### src/rtl/ex_mem_stage.sv
// EX->MEM elastic pipeline register with valid/ready handshake.
// Optional one-entry skid buffer keeps in_ready off the MEM ready path.
module ex_mem_stage #(
    parameter int unsigned DATA_W  = 32,
    parameter int unsigned REG_AW  = 5,
    parameter bit          SKID_EN = 1'b1
) (
    input  logic              clk,
    input  logic              rst,
    input  logic              flush,
    input  logic              in_valid,
    output logic              in_ready,
    input  logic              MemtoReg_ex,
    input  logic              RegWrite_ex,
    input  logic              MemWrite_ex,
    input  logic [DATA_W-1:0] ALUResult_ex,
    input  logic [DATA_W-1:0] MemWriteData_ex,
    input  logic [REG_AW-1:0] rdAddr_ex,
    output logic              out_valid,
    input  logic              out_ready,
    output logic              MemtoReg_mem,
    output logic              RegWrite_mem,
    output logic              MemWrite_mem,
    output logic [DATA_W-1:0] ALUResult_mem,
    output logic [DATA_W-1:0] MemWriteData_mem,
    output logic [REG_AW-1:0] rdAddr_mem
);

    typedef struct packed {
        logic              mem_to_reg;
        logic              reg_write;
        logic              mem_write;
        logic [DATA_W-1:0] alu_result;
        logic [DATA_W-1:0] mem_wdata;
        logic [REG_AW-1:0] rd_addr;
    } entry_t;

    entry_t in_entry;
    entry_t out_q;
    entry_t out_d;
    entry_t skid_q;
    entry_t skid_d;
    logic   out_valid_q;
    logic   out_valid_d;
    logic   skid_valid_q;
    logic   skid_valid_d;
    logic   in_fire;
    logic   out_load;

    always_comb begin
        in_entry            = '0;
        in_entry.mem_to_reg = MemtoReg_ex;
        in_entry.reg_write  = RegWrite_ex;
        in_entry.mem_write  = MemWrite_ex;
        in_entry.alu_result = ALUResult_ex;
        in_entry.mem_wdata  = MemWriteData_ex;
        in_entry.rd_addr    = rdAddr_ex;
    end

    // rst forces in_ready high so EX sees a ready stage from the first cycle.
    always_comb begin
        if (SKID_EN) begin
            in_ready = rst | ~skid_valid_q;
        end else begin
            in_ready = rst | ~out_valid_q | out_ready;
        end
    end

    assign in_fire  = in_valid & in_ready;
    assign out_load = ~out_valid_q | out_ready;

    always_comb begin
        out_valid_d  = out_valid_q;
        out_d        = out_q;
        skid_valid_d = skid_valid_q;
        skid_d       = skid_q;
        if (flush) begin
            out_valid_d  = 1'b0;
            skid_valid_d = 1'b0;
        end else if (out_load) begin
            // A full skid means in_ready is low, so no in_fire competes here.
            if (skid_valid_q) begin
                out_d        = skid_q;
                out_valid_d  = 1'b1;
                skid_valid_d = 1'b0;
            end else begin
                out_valid_d = in_fire;
                if (in_fire) begin
                    out_d = in_entry;
                end
            end
        end else if (in_fire && SKID_EN) begin
            skid_d       = in_entry;
            skid_valid_d = 1'b1;
        end
    end

    always_ff @(posedge clk) begin
        if (rst) begin
            out_valid_q  <= 1'b0;
            skid_valid_q <= 1'b0;
            out_q        <= '0;
            skid_q       <= '0;
        end else begin
            out_valid_q  <= out_valid_d;
            skid_valid_q <= skid_valid_d;
            out_q        <= out_d;
            skid_q       <= skid_d;
        end
    end

    assign out_valid        = out_valid_q;
    assign MemtoReg_mem     = out_q.mem_to_reg;
    assign RegWrite_mem     = out_q.reg_write & out_valid_q;
    assign MemWrite_mem     = out_q.mem_write & out_valid_q;
    assign ALUResult_mem    = out_q.alu_result;
    assign MemWriteData_mem = out_q.mem_wdata;
    assign rdAddr_mem       = out_q.rd_addr;

endmodule

### config.mk
export PLATFORM = sky130hd
export DESIGN_NAME = ex_mem_stage
export DESIGN_NICKNAME = d
export VERILOG_FILES = /design/src/rtl/ex_mem_stage.sv
export SDC_FILE = /design/constraint.sdc
export NUM_CORES = 1
export LEC_CHECK = 0
export ABC_AREA = 1
export BUFFER_PORTS_ARGS = -buffer_cell sky130_fd_sc_hd__buf_2
export CORE_UTILIZATION = 55
export CTS_CLUSTER_SIZE = 10
export DETAILED_ROUTE_END_ITERATION = 7
export HOLD_SLACK_MARGIN = 0.12
export PLACE_DENSITY_LB_ADDON = 0.05
export REMOVE_ABC_BUFFERS = 1
export SLEW_MARGIN = 20
export SYNTH_ARGS = -nofsm -noshare
export SYNTH_HDL_FRONTEND = slang
export SYNTH_SLANG_ARGS = --single-unit
### constraint.sdc
create_clock -name clk -period 3.7 [get_ports clk]
set_input_delay 0.185 -clock clk [delete_from_list [all_inputs] [get_ports clk]]
set_output_delay 0.185 -clock clk [all_outputs]
set_load 0.05 [all_outputs]
==> impl_metrics.toml <==
[drt]
routed-via-count = 7066
wire_per_inst_um = 10.5
drtPass1Iterations = 4
via_per_inst = 4.59
drt_iter0_markers = 471
drt_wl_total_mm = 16.1
drc = 0
ant_nets = 0

[cts]
cts_resized = 0
cts_buffers = 17
clock_latency_ps = 420
cts_sinks = 146
cts_tree = "done"
clk_pin_slew_worst_paths_ps = 50
cts-root-buf = "clkbuf_16"
cts_setup_buffers = 0
htreeDepth = 4
cts_buffer_depth = 2

[final_layout]
antenna_cells = 0
stdcell_count = 1538
final_nets = 1429
drive_gt1_share_pct = 13.4
synthToLayoutAreaGrowth_pct = 18.9

[setup_path]
arrival_ps = 3320
path_class = "in2reg"
max_stage_delay_ps = 600
critPathTopFamily = "buffers and inverters"
worstSetupStartpointType = "primary input"
r2r-start = "skid_valid_q$_SDFFE_PP0P_"
critPathSlowestCell = "nand2_4"
crit_start = "rst"
worstPathCellList = "dlygate4sd3_1, buf_2, inv_4, nand2_1, nand2_1, nand2_4, buf_4, nand3_1, o31ai_1, dlygate4sd3_1"
cp-end-kind = "flip-flop"
worst-path-max-fanout = 104
cp.required_ps = 4010
crit_buf_inv = 5

[floorplanning]
die_h_um = 119
coreArea_um2 = 13300
rows = 42
die_area_um2 = 14300
initial_utilization_pct = 56.8
die_x_um = 119
io_pins = 151

[timing]
slew_headroom_pct = 27.3
period_minus_slack_ps = 3010
max_freq_ghz = 0.332
rsz0062_at_grt = "no"
period_share_pct = 81.3
finalClockSkew_ps = 5.65
slew_viol_final = 0
tns_ps = 0
setup_violations = 0
whs_ps = 465
worst_slew_pin_slew_ps = 1090
hold_violations = 0

[placed_design]
io_buffers = 150
dp.cells = 1433
hpwlAfterDp_mm = 8.70
finalWeightedCongestion = 0.755

[flow_run]
maxCapViolCount = 0

[grt]
grt_use_met2_pct = 40.9
overflow = 0
use_met1_pct = 28.1
antenna_found_initial = 0
grt_max_degree = 145
grt_pass1_wl_mm = 27.4
grt-busiest-layer = "met2"
grtUsageTotal_pct = 23.7
use_met3_pct = 5.17
grt_pass1_vias = 6321

[logic_synthesis]
yosysSeqAreaShare_pct = 38.5
netlist_area_um2 = 7590
syn_inst = 1247
ys_warn_count = 0
synth_top_area_cell = "dfxtp_1"
yosys_register_bits = 146
yosys-top-cells-area = "dfxtp_1 39%, nor2_1 18%, nand2_1 14%"
synth_cell_types = 15
synth_area_per_cell_um2 = 6.08
synth_top_area_share_pct = 38.5

[min_path]
min-delay-start = "flush"
min_path_type = "in2reg"

[status]
status = "finished clean"

[power_and_ir_drop]
vdd_drop_max_mv = 0.291
powerDensity_nw_per_um2 = 422
p_leak_nw = 5.02
kinds of logic (layout without fill, tap and decap cells):
logic type             Yosys count  count (layout)  synth area share (%)
flip-flops                     146             146                  38.5
AND/OR/NAND/NOR                731             731                  37.6
buffers and inverters          297             412                  19.1
AO/OA/AOI/OAI                   73              73                  4.85
path summary, 6_finish.rpt:
check,end,slack [ps],depth (start not counted)
worst min-delay path,out_q[70]$_SDFFE_PP0P_,460,5
worst min register to register,MemWriteData_mem[12]$_SDFFE_PP0P_,470,2
worst max register to register,skid_valid_q$_SDFFE_PP0P_,910,7
worst max-delay path,out_valid$_SDFFE_PP0P_,690,10
cell usage after synthesis:
| cell type | n |
|---|---|
| o31ai_1 | 1 |
| nand3_1 | 73 |
| buf_4 | 78 |
| inv_2 | 2 |
| nand2_2 | 1 |
| nor2_4 | 1 |
| nand2_1 | 293 |
| nor2_1 | 361 |
| inv_1 | 149 |
| clkbuf_1 | 22 |
| buf_1 | 15 |
| nor2_2 | 2 |
| a21oi_1 | 72 |
| buf_2 | 31 |
| dfxtp_1 | 146 |
routing by layer:
layer  wire, um  vias up
met2       7380      131
met4        339        0
met3        628       25
li1           -     3829
met5          0        -
met1       7770     3081
worst reg2reg max path, stage by stage, from the launching register on:
cell	delay, ps
dfxtp_4	440
nand2_1	120
nand2_1	130
nand2_4	800
buf_4	420
nand3_1	130
nor2_1	120
dlygate4sd3_1	560
power by group:
group          total [mW]  switching, mW  leakage [nW]  internal (mW)
logic               0.657          0.438          3.59          0.219
registers            1.68         0.0366          1.19           1.64
clock network        1.47          0.590         0.236          0.881
placed cells by master (no fill, tap or decap), drive strengths merged:
master       instances
nand3               73
buf                156
clkbuf              29
nor2               364
dfxtp              146
dlygate4sd3         76
nand2              294
o31ai                1
a21oi               72
inv                151
registers in the layout (all words and copies together), names as in the netlist:
register,flops
skid_q,72
ALUResult_mem,32
MemWriteData_mem,32
rdAddr_mem,5
out_q,2
MemtoReg_mem,1
out_valid,1
skid_valid_q,1
metrics by stage:
step	area, um^2	utilization (%)	worst slack [ps]	power, mW
after floorplan	6710	-	-1910	2.15
after global placement	7760	58.2	1330	2.30
after detailed placement	7760	58.2	1290	2.31
after CTS	9020	67.5	671	3.84
after global routing	9020	67.6	483	3.98
final	9020	67.6	690	3.81
repair_timing:
action                                  CTS  global route
endpoints found under the setup margin    0             0
endpoints found under the hold margin    74             0
hold buffers                             76             0
layout make-up:
| class | instances | area [um^2] |
|---|---|---|
| well taps | 176 | 220 |
| fillers | 1303 | 4330 |
| repair buffers | 232 | 1590 |
| clock buffers | 29 | 490 |
| inverters | 151 | 569 |
| flip-flops and latches | 146 | 2930 |
| multi-input cells | 804 | 3230 |
No activity file was read; power rests on OpenSTA's default activity.
